**config.mk**
```make
export PLATFORM = sky130hd
export DESIGN_NAME = rx_deframer
export DESIGN_NICKNAME = d
export VERILOG_FILES = /design/src/rtl/rx_deframer.sv
export SDC_FILE = /design/constraint.sdc
export NUM_CORES = 1
export LEC_CHECK = 0
export CAP_MARGIN = 10
export CORE_UTILIZATION = 54
export DETAILED_ROUTE_END_ITERATION = 10
export PLACE_DENSITY_LB_ADDON = 0.1
export SYNTH_ARGS = -nofsm -noshare
export SYNTH_HDL_FRONTEND = slang
export SYNTH_SLANG_ARGS = --single-unit
```
**constraint.sdc**
```tcl
create_clock -name clk -period 5.44 [get_ports clk]
set_input_delay 1.632 -clock clk [delete_from_list [all_inputs] [get_ports clk]]
set_output_delay 1.632 -clock clk [all_outputs]
set_load 0.02 [all_outputs]
```
**src/rtl/rx_deframer.sv**
```systemverilog
// rx_deframer: hunts a fixed sync word in a decoded 1-bit AXI-Stream, then emits a fixed-length byte frame.
// Define RX_DEFRAMER_SYNC_TOL_EN to accept a sync word with up to MAX_BIT_ERR flipped bits.
module rx_deframer #(
    parameter logic [31:0] SYNC_WORD     = 32'h1ACFFC1D,
    parameter int unsigned SYNC_LEN      = 32,
    parameter int unsigned PAYLOAD_BYTES = 16,
    parameter int unsigned MAX_BIT_ERR   = 2
) (
    input  logic       clk,
    input  logic       rst,
    input  logic       in_valid,
    input  logic       in_data,
    output logic       in_ready,
    output logic       out_valid,
    output logic [7:0] out_data,
    output logic       out_last,
    input  logic       out_ready,
    output logic       sync_lock,
    output logic       sync_pulse
);

    typedef enum logic {
        HUNT,
        PAYLOAD
    } state_t;

    localparam logic [SYNC_LEN-1:0] SYNC_PAT = SYNC_WORD[SYNC_LEN-1:0];
    localparam logic [5:0]          FILL_MAX = 6'(SYNC_LEN);
    localparam logic [5:0]          FILL_MIN = 6'(SYNC_LEN - 1);
    localparam logic [7:0]          LAST_IDX = 8'(PAYLOAD_BYTES - 1);
`ifdef RX_DEFRAMER_SYNC_TOL_EN
    localparam int unsigned ERR_LIMIT = MAX_BIT_ERR;
`else
    // Exact match only; MAX_BIT_ERR has no effect in this build.
    localparam int unsigned ERR_LIMIT = 0 * MAX_BIT_ERR;
`endif

    state_t                state;
    // Only the newest SYNC_LEN-1 bits are kept: the incoming bit completes the candidate.
    logic [SYNC_LEN-2:0]   sr;
    logic [5:0]            fill;
    logic [2:0]            bit_cnt;
    logic [7:0]            byte_cnt;
    logic [6:0]            asm_q;

    logic [SYNC_LEN-1:0]   candidate;
    logic [SYNC_LEN-1:0]   mismatch;
    int unsigned           err_cnt;
    logic                  sync_hit;
    logic                  in_acc;
    logic                  out_acc;
    logic                  last_byte;

    assign in_ready  = (state == HUNT) || !out_valid || out_ready;
    assign in_acc    = in_valid && in_ready;
    assign out_acc   = out_valid && out_ready;
    assign candidate = {sr, in_data};
    assign mismatch  = candidate ^ SYNC_PAT;
    assign last_byte = (byte_cnt == LAST_IDX);

    always_comb begin
        err_cnt = 0;
        for (int unsigned i = 0; i < SYNC_LEN; i++) begin
            err_cnt = err_cnt + {31'd0, mismatch[i]};
        end
    end

    assign sync_hit = (fill >= FILL_MIN) && (err_cnt <= ERR_LIMIT);

    always_ff @(posedge clk or negedge rst) begin
        if (!rst) begin
            state      <= HUNT;
            sr         <= '0;
            fill       <= '0;
            bit_cnt    <= '0;
            byte_cnt   <= '0;
            asm_q      <= '0;
            out_valid  <= 1'b0;
            out_data   <= '0;
            out_last   <= 1'b0;
            sync_lock  <= 1'b0;
            sync_pulse <= 1'b0;
        end else begin
            sync_pulse <= 1'b0;
            if (out_acc) begin
                out_valid <= 1'b0;
                out_last  <= 1'b0;
            end
            case (state)
                HUNT: begin
                    if (in_acc) begin
                        sr <= candidate[SYNC_LEN-2:0];
                        if (fill != FILL_MAX) begin
                            fill <= fill + 6'd1;
                        end
                        if (sync_hit) begin
                            state      <= PAYLOAD;
                            bit_cnt    <= '0;
                            byte_cnt   <= '0;
                            sync_lock  <= 1'b1;
                            sync_pulse <= 1'b1;
                        end
                    end
                end
                PAYLOAD: begin
                    if (in_acc) begin
                        asm_q   <= {asm_q[5:0], in_data};
                        bit_cnt <= bit_cnt + 3'd1;
                        // A completed byte overrides the accept-clear above, giving no bubble.
                        if (bit_cnt == 3'd7) begin
                            out_data  <= {asm_q, in_data};
                            out_valid <= 1'b1;
                            out_last  <= last_byte;
                            byte_cnt  <= byte_cnt + 8'd1;
                            if (last_byte) begin
                                state     <= HUNT;
                                sync_lock <= 1'b0;
                                sr        <= '0;
                                fill      <= '0;
                            end
                        end
                    end
                end
                default: state <= HUNT;
            endcase
        end
    end

endmodule

```
Yosys cells after proc, flatten, opt, wreduce, memory -nomap -nowiden. Index checks and enable logic that the tools add are counted.

Bits in registers: 68. Latch bits: 0. Bits in writable memories: 0. Memory bits (read-only): 0. Input bits: 5. Memories: 0.

Add/sub/neg operators: 34. Multipliers: 0. Divide/modulo/power cells: 0. Order comparisons: 2. Eq/ne operators: 9. Shifts and indexed selects: 0. Multiplexer cells: 41. Bitwise gates (word level): 2. Reductions and logical operators: 13.

Operator list (count): 31-bit 2-to-1 mux (4); 31-bit case mux with 2 select lines (1); 31-bit by 1-bit adder with 32-bit output (1); 32-bit by 1-bit <= comparator with 1-bit output (second input constant) (1); 8-bit 2-to-1 mux (4); 30-bit by 1-bit adder with 31-bit output (1); 29-bit by 1-bit adder with 30-bit output (1); 6-bit 2-to-1 mux (5); 28-bit by 1-bit adder with 29-bit output (1); 27-bit by 1-bit adder with 28-bit output (1); 26-bit by 1-bit adder with 27-bit output (1); 25-bit by 1-bit adder with 26-bit output (1); 24-bit by 1-bit adder with 25-bit output (1); 23-bit by 1-bit adder with 24-bit output (1); 22-bit by 1-bit adder with 23-bit output (1); 21-bit by 1-bit adder with 22-bit output (1); 20-bit by 1-bit adder with 21-bit output (1); 19-bit by 1-bit adder with 20-bit output (1); 18-bit by 1-bit adder with 19-bit output (1); 1-bit 2-to-1 mux (19); 19-bit NOT (1); 17-bit by 1-bit adder with 18-bit output (1); 16-bit by 1-bit adder with 17-bit output (1); 15-bit by 1-bit adder with 16-bit output (1); 36 further kinds (49).

Logic depth before layout (Yosys ltp). Gate-level depths: netlist (run 1).

Depth after elaboration: 37. Gate-level depth with buffers: 18. Mapped depth without buffers: 18.

Least setup slack after synthesis (run 1). No wires, ideal clock.

Path type: input to register. From: input in_data. To: register byte_cnt[0]. Arrival time: 6317 ps. Slack: -1019 ps. Cell stages on the path: 17. Path through: fa_1 > inv_1 > fa_1 > inv_1 > fa_1 > inv_1 > fa_1 > fa_1 > inv_1 > fa_1 > inv_1 > ha_1 > fa_1 > nor4_1 > nand3_1 > nor4_4 > o21ai_0.

Cells in the longest elaborated chain, start to end: 36.

RTL lines: start, declared (RTL line 12) `input logic in_data,`; 19-bit NOT (no line); 1-bit by 1-bit adder with 2-bit output (RTL line 64) `err_cnt = err_cnt + {31'd0, mismatch[i]};`; 2-bit by 1-bit adder with 3-bit output (RTL line 64); 3-bit by 1-bit adder with 4-bit output (RTL line 64); 4-bit by 1-bit adder with 5-bit output (RTL line 64); 5-bit by 1-bit adder with 6-bit output (RTL line 64); 6-bit by 1-bit adder with 7-bit output (RTL line 64); 7-bit by 1-bit adder with 8-bit output (RTL line 64); (+20 left out); 28-bit by 1-bit adder with 29-bit output (RTL line 64); 29-bit by 1-bit adder with 30-bit output (RTL line 64); 30-bit by 1-bit adder with 31-bit output (RTL line 64); 31-bit by 1-bit adder with 32-bit output (RTL line 64); 32-bit by 1-bit <= comparator with 1-bit output (RTL line 68) `assign sync_hit = (fill >= FILL_MIN) && (err_cnt <= ERR_LIMIT);`; 1-bit logical AND (RTL line 68); 2-bit inequality test (no line); 4-bit AND reduction (no line); end signal, assigned (RTL line 114) `byte_cnt <= byte_cnt + 8'd1;`; end, declared (RTL line 43) `logic [7:0] byte_cnt;`.

No other way between the ends. A chain may end at the register's enable or synchronous reset.

Final worst setup path (run 1).
From: input in_data. To: register byte_cnt[1].

Same word-level chain as after synthesis.

==> results.md, run 1 <==
- CTS tree: built
- Failing checks: negative setup slack
- Clk sink count: between 60 and 70
- Hold crit path type: flop to flop
- P&R area growth vs syn: 14.9%
- ANT nets after route: 0
- Syn Nets: about 370
- Post-DP HPWL: 4.75 mm
- First-pass GRT wire length: ~12 mm
- Largest net degree at the start of global routing: ~40
- Vias in the first global route: approximately 2600
- Worst-path fanout max: 5
- Routability-driven placement congestion ratio: about 0.79
- Max cap viols: 0
- Residual DRC: 0
- Crit path cell chain: buf_8 -> fa_1 -> inv_1 -> fa_1 -> inv_1 -> fa_1 -> inv_1 -> fa_1 -> fa_1 -> inv_2 -> fa_1 -> inv_1 -> ha_2 -> fa_1 -> nor4_2 -> nand3_1 -> nor4_4 -> buf_6 -> o22ai_2
- Mapped cell area: approximately 0.0036 mm^2
- FILL cells: 507
- Mapped Cells: 333
- Chip Height: ~84 um
- TritonRoute pass-1 iters: 4
- Worst-Margin Slew: 0.868 ns
- IO Count: 18
- Synth Register Bits: between 60 and 70
- CP Capture Type: flop
- Startpoint type of the worst setup path: input pin
- Area of the multi-input gates: 0.00168 mm^2
- Gr usage total: between 20% and 30%
- Number of synthesized flops with an enable pin: 0
- Finished Layout Cells: roughly 440
- Initial Util: a little under three fifths
- Worst Skew: slightly above 0.008 ns
- Syn Area/Cell: 10.9 um^2
- Clock root buffer: clkbuf_8
- Clk slew on worst S/H paths: 0.06 ns
- Final WS setup: -0.625 ns
- Via count: about 2400
- Final WL: between 6 and 7 mm
- Core area: between 0.006 and 0.007 mm^2
- Seq/Total Area, Yosys: between 40 and 50%
- Sequential Area: between 0.0015 and 0.002 mm^2
- Fin. max-slew vios: 0
- Crit-path max cell delay: 0.51 ns
- PortBufs: 17
- WL/cell: ~15 um
- Synth Flop Type: dfrtp_1
- Layout Nets: roughly 400
- Max Fclk: approximately 160 MHz
- Die area: a little over 0.007 mm^2
- Worst path most repeated cell: fa_1
- Final-report setup violation count: 14
- Dpl cells: 427
- Status: finished with violations
- Later-pin clock latency in the skew report: approximately 0.34 ns
- Inserted Diodes: 0
- Slew HR: 42.2%
- Gr ovfl total: 0
- Crit Path Class: input pin to flop
- Top delay family on crit path: adder cells
- Critical-path top delay cell: fa_1
- FFs w/ async S/R, synth: 100%
- RSZ-0062 raised after global routing: true
- Chip width: 83.9 um
- Vias per cell: ~5.4
- CP arrival: approximately 6.3 ns
- Netlist cell types: 38
- Fin crit period: 6.07 ns
- Hold Fails Final Rpt: 0
- Crit share post-route: 111%
- Row cnt: 29
- Most frequent cells in the layout: 68 x dfrtp_1, 59 x inv_1, 31 x o21ai_0, 29 x nand2_1, 24 x fa_1
- Synth warn: 0
- CTS Buf Count: 9
- Required @ worst endpoint: about 5.6 ns
- DRT iter0 DRCs: 100
- Longest Clk Path Bufs: 2
- Worst path bufs/invs: 7
- Most common cell after layout, fill and taps aside: dfrtp_1
- H-tree levels: 3
- Initial antenna violation count: 0
- Share of layout cells above drive strength 1: 15.3%
-- kinds of logic after synthesis --
| group | share of synthesized area (%) |
|---|---|
| buf+inv | 7.60 |
| flops | 47.0 |
| mux | 4.66 |
| compound gates | 11.0 |
| simple gates | 11.9 |
| xor+xnor | 0.484 |
| fa+ha+maj | 17.4 |
-- layout make-up --
class	instances	share of cell area (%)
clock buffers	14	4.39
clock inverters	1	0.120
inverters	60	5.41
multi-input cells	194	40.4
flip-flops and latches	68	40.9
well taps	77	2.32
repair buffers	30	6.46
-- state kept, by name (all words and copies together), names as in the netlist --
| register | flops |
|---|---|
| byte_cnt | 8 |
| sr | 31 |
| sync_pulse | 1 |
| out_data | 8 |
| asm_q | 7 |
| fill | 6 |
| out_last | 1 |
| out_valid | 1 |
| bit_cnt | 3 |
| state | 1 |
| sync_lock | 1 |
-- layer usage --
metal	track usage [%]	wire, um	vias to the layer above
li1	-	-	1165
met1	31.9	3210	1200
met2	34.9	3150	32
met3	4.35	249	12
met4	8.93	124	0
met5	0	0	-
-- synthesized netlist by cell type, types with 2 or more instances --
master	instances	area, um^2
ha_1	12	150
or3_1	5	31.3
a41oi_1	2	17.5
and3_1	3	18.8
or4_1	2	15.0
o21ai_0	32	160
xor2_1	2	17.5
fa_1	24	480
nand3b_1	2	15.0
nor3b_1	2	15.0
nand4_1	4	25.0
and4_1	2	17.5
mux2_2	15	169
buf_2	7	35.0
dfrtp_1	68	1700
a22o_1	12	105
o221ai_1	3	26.3
nand3_1	4	20.0
nor2_1	9	33.8
inv_1	60	225
nand2b_1	8	50.1
nand2_1	29	109
a21oi_1	8	40.0
clkbuf_1	4	15.0
-- final timing paths --
| path | slack (ns) | to | cells past startpoint | start |
|---|---|---|---|---|
| min in group asynchronous | 1.40 | sr[13] | 1 | rst |
| min | 0.49 | sr[9] | 2 | sr[9] |
| max reg2reg | 0.28 | byte_cnt[1] | 17 | sr[0] |
| max in group asynchronous | 3.14 | sr[7] | 2 | rst |
| min reg2reg | 0.49 | sr[9] | 2 | sr[9] |
| max | -0.63 | byte_cnt[1] | 19 | in_data |
-- worst register-to-register path, stage by stage, from the launching register on --
cell and delay [ns]:
dfrtp_1 0.42, fa_1 0.55, inv_1 0.06, fa_1 0.48, fa_1 0.52, inv_1 0.05
fa_1 0.44, fa_1 0.51, inv_2 0.04, fa_1 0.47, inv_1 0.05, ha_2 0.18
fa_1 0.44, nor4_2 0.18, nand3_1 0.16, nor4_4 0.23, buf_6 0.18, o22ai_2 0.07
-- per-stage QoR --
stage          setup TNS, ns  worst slack [ns]  util, %  instance area [um^2]  hold slack, ns
2_1_floorplan          -9.17            -0.761        -                  3630           0.450
3_3_place_gp          -18.44             -1.37     61.2                  3930           0.463
3_5_place_dp          -18.75             -1.39     61.2                  3930           0.471
4_1_cts               -12.64            -0.973     64.4                  4140           0.486
5_1_grt               -10.98            -0.822     64.8                  4160           0.509
6_report               -8.36            -0.625     64.8                  4160           0.486
-- repair_timing --
| action | in CTS | in global routing |
|---|---|---|
| setup endpoints to repair | 14 | 14 |
| resized for setup | 8 | 4 |
| buffers inserted | 2 | 1 |
| hold buffers | 0 | 0 |
| pin swaps | 13 | 9 |
| gates cloned | 1 | 0 |
Power of run 1 is left out: the tool's default activity adds up to more than one toggle a clock period on the data nets, which glitch-free logic cannot reach.
==> run 2, diff against run 1 <==
--- a/config.mk
+++ b/config.mk
@@ -6,8 +6,9 @@
 export NUM_CORES = 1
 export LEC_CHECK = 0
 export CAP_MARGIN = 10
-export CORE_UTILIZATION = 54
+export CORE_UTILIZATION = 60
 export DETAILED_ROUTE_END_ITERATION = 10
+export GPL_ROUTABILITY_DRIVEN = 1
 export PLACE_DENSITY_LB_ADDON = 0.1
 export SYNTH_ARGS = -nofsm -noshare
 export SYNTH_HDL_FRONTEND = slang
==> constraint.sdc (replaced) <==
create_clock -name clk -period 6.4 [get_ports clk]
set_input_delay 0.96 -clock clk [delete_from_list [all_inputs] [get_ports clk]]
set_output_delay 0.96 -clock clk [all_outputs]
set_load 0.02 [all_outputs]
==> results.md, run 2 (synthesis gave the netlist of run 1 again) <==
- Core area: 0.00568 mm^2 (was 0.00642 mm^2)
- Initial antenna violation count: 0 (unchanged)
- Worst Skew: 0.00798 ns (was 0.00819 ns)
- Hold Slack: 0.485 ns (was 0.486 ns)
- CTS tree: built (unchanged)
- R2r startpoint: sr[29] (was sr[0])
- Hold_sp: sr[8] (was sr[9])
- Via count: 2390 (was 2409)
- Gr usage total: 24.6% (was 22.7%)
- Fin Setup TNS: 0 ns (was -8.36 ns)
- Die area: 0.00635 mm^2 (was 0.00704 mm^2)
- H-tree levels: 3 (unchanged)
- Fin crit period: between 6 and 7 ns
- Row cnt: 27 (was 29)
- Chip Height: 79.7 um (was 83.9 um)
- Hold path depth: 2 (unchanged)
- Slew HR: 43.5% (was 42.2%)
- Worst-Margin Slew: 0.847 ns (was 0.868 ns)
- WL/cell: 14.9 um (was 15.2 um)
- Startpoint type of the worst setup path: input pin (unchanged)
- Hold crit path type: flop to flop (unchanged)
- Dpl cells: 417 (was 427)
- Share of layout cells above drive strength 1: 11.9% (was 15.3%)
- Status: finished, final reports clean (was finished with violations)
- Crit share post-route: 95.0%
- Final-report setup violation count: 0 (was 14)
- ANT nets after route: 0 (unchanged)
- Clk slew on worst S/H paths: 0.06 ns (about the same)
- Chip width: 79.7 um (was 83.9 um)
- Required @ worst endpoint: 6.62 ns (was 5.64 ns)
- RSZ-0062 raised after global routing: false (was true)
- Max reg flops: 31 (unchanged)
- Final WL: 6.43 mm (was 6.74 mm)
- Final WS setup: 0.320 ns (was -0.625 ns)
- First-pass GRT wire length: 11.7 mm (was 12.2 mm)
- Post-DP HPWL: 4.54 mm (was 4.75 mm)
- Most frequent cells in the layout: 68 x dfrtp_1, 60 x inv_1, 32 x o21ai_0, 29 x nand2_1, 24 x fa_1 (was 68 x dfrtp_1, 59 x inv_1, 31 x o21ai_0, 29 x nand2_1, 24 x fa_1)
- Initial Util: 63.8% (was 56.4%)
- Hold endpoint: sr[8] (was sr[9])
- Layout Nets: 397 (was 404)
- Crit Path Class: input pin to flop (unchanged)
- Vias per cell: 5.53 (was 5.43)
- CP arrival: 6.30 ns (was 6.26 ns)
- Post-CTS Setup Inserts: 0 (was 2)
- Top reg by flops: sr (unchanged)
- CTS Buf Count: 9 (unchanged)
- Largest net degree at the start of global routing: 69 (was 41)
- Fin. max-slew vios: 0 (unchanged)
- Vias in the first global route: 2467 (was 2579)
- P&R area growth vs syn: 13.5% (was 14.9%)
- TritonRoute pass-1 iters: 4 (unchanged)
- Finished Layout Cells: 432 (was 444)
- Longest Clk Path Bufs: 2 (unchanged)
- PortBufs: 17 (unchanged)
- Inserted Diodes: 0 (unchanged)
- Max Fclk: around 160 MHz
- Worst flop-to-flop path endpoint: byte_cnt[0] (was byte_cnt[1])
- Residual DRC: 0 (unchanged)
- FF-to-FF setup slack: 1.01 ns (was 0.28 ns)
- Place WS: -0.120 ns (was -1.39 ns)
- Max cap viols: 0 (unchanged)
- Later-pin clock latency in the skew report: 0.34 ns (about the same)
- Clk sink count: 68 (unchanged)
- CP Capture Type: flop (unchanged)
- IO Count: 18 (unchanged)
- Most common cell after layout, fill and taps aside: dfrtp_1 (unchanged)
- Largest regs: sr x31, byte_cnt x8, out_data x8 (unchanged)
- Reg2Reg Depth: 19 (was 17)
- Routability-driven placement congestion ratio: 0.808 (was 0.792)
- Hold Fails Final Rpt: 0 (unchanged)
- Worst-path fanout max: 10 (was 5)
- DRT iter0 DRCs: 90 (was 100)
- Clock root buffer: clkbuf_8 (unchanged)
- Gr ovfl total: 0 (unchanged)
==> run 2: how the worst max path moves through the flow <==
| stage | from | endpoint | slack (ns) |
|---|---|---|---|
| finish | in_data | byte_cnt[0] | 0.32 |
| global route | in_data | byte_cnt[1] | 0.06 |
| CTS | in_data | byte_cnt[0] | 0.22 |
| detailed placement | in_data | byte_cnt[0] | -0.12 |
| global placement | in_data | byte_cnt[1] | -0.01 |
| floorplan | in_data | byte_cnt[0] | 0.61 |
==> run 2: per-stage QoR <==
| step | instance area (um^2) | utilization, % |
|---|---|---|
| 6_report | 4110 | 72.4 |
| 5_1_grt | 4110 | 72.4 |
| 4_1_cts | 4100 | 72.3 |
| 3_5_place_dp | 3880 | 68.3 |
| 3_3_place_gp | 3880 | 68.3 |
| 2_1_floorplan | 3620 | - |
==> run 2: cell type report <==
class | instances | area, um^2
Tap cell | 72 | 90.1
Multi-Input combinational cell | 194 | 1660
Fill cell | 405 | 1570
Clock buffer | 11 | 151
Clock inverter | 4 | 72.6
Sequential cell | 68 | 1700
Inverter | 60 | 225
Timing Repair Buffer | 23 | 210
==> run 2: worst max-delay path: stages <==
cell	delay, ns
clkdlybuf4s50_1	0.45
fa_1	0.57
inv_1	0.06
fa_1	0.48
inv_1	0.05
fa_1	0.47
inv_1	0.05
fa_1	0.47
fa_1	0.51
inv_1	0.05
fa_1	0.47
inv_1	0.04
ha_1	0.20
fa_1	0.45
nor4_2	0.27
nand3_1	0.17
nor4_4	0.24
buf_4	0.22
o21ai_0	0.10
==> run 2: layer usage <==
metal	vias to the layer above	GRT usage (%)	routed length, um
met5	-	0	0
met4	0	10.9	108
met3	12	4.57	307
met2	51	37.9	2990
met1	1181	34.0	3030
li1	1146	-	-
==> run 2: repair_timing <==
item,4_1_cts,5_1_grt
endpoints found under the setup margin,0,2
hold endpoints to repair,0,0
hold buffers,0,0
gates resized for setup,0,1
Power of run 2 is left out for the same reason.
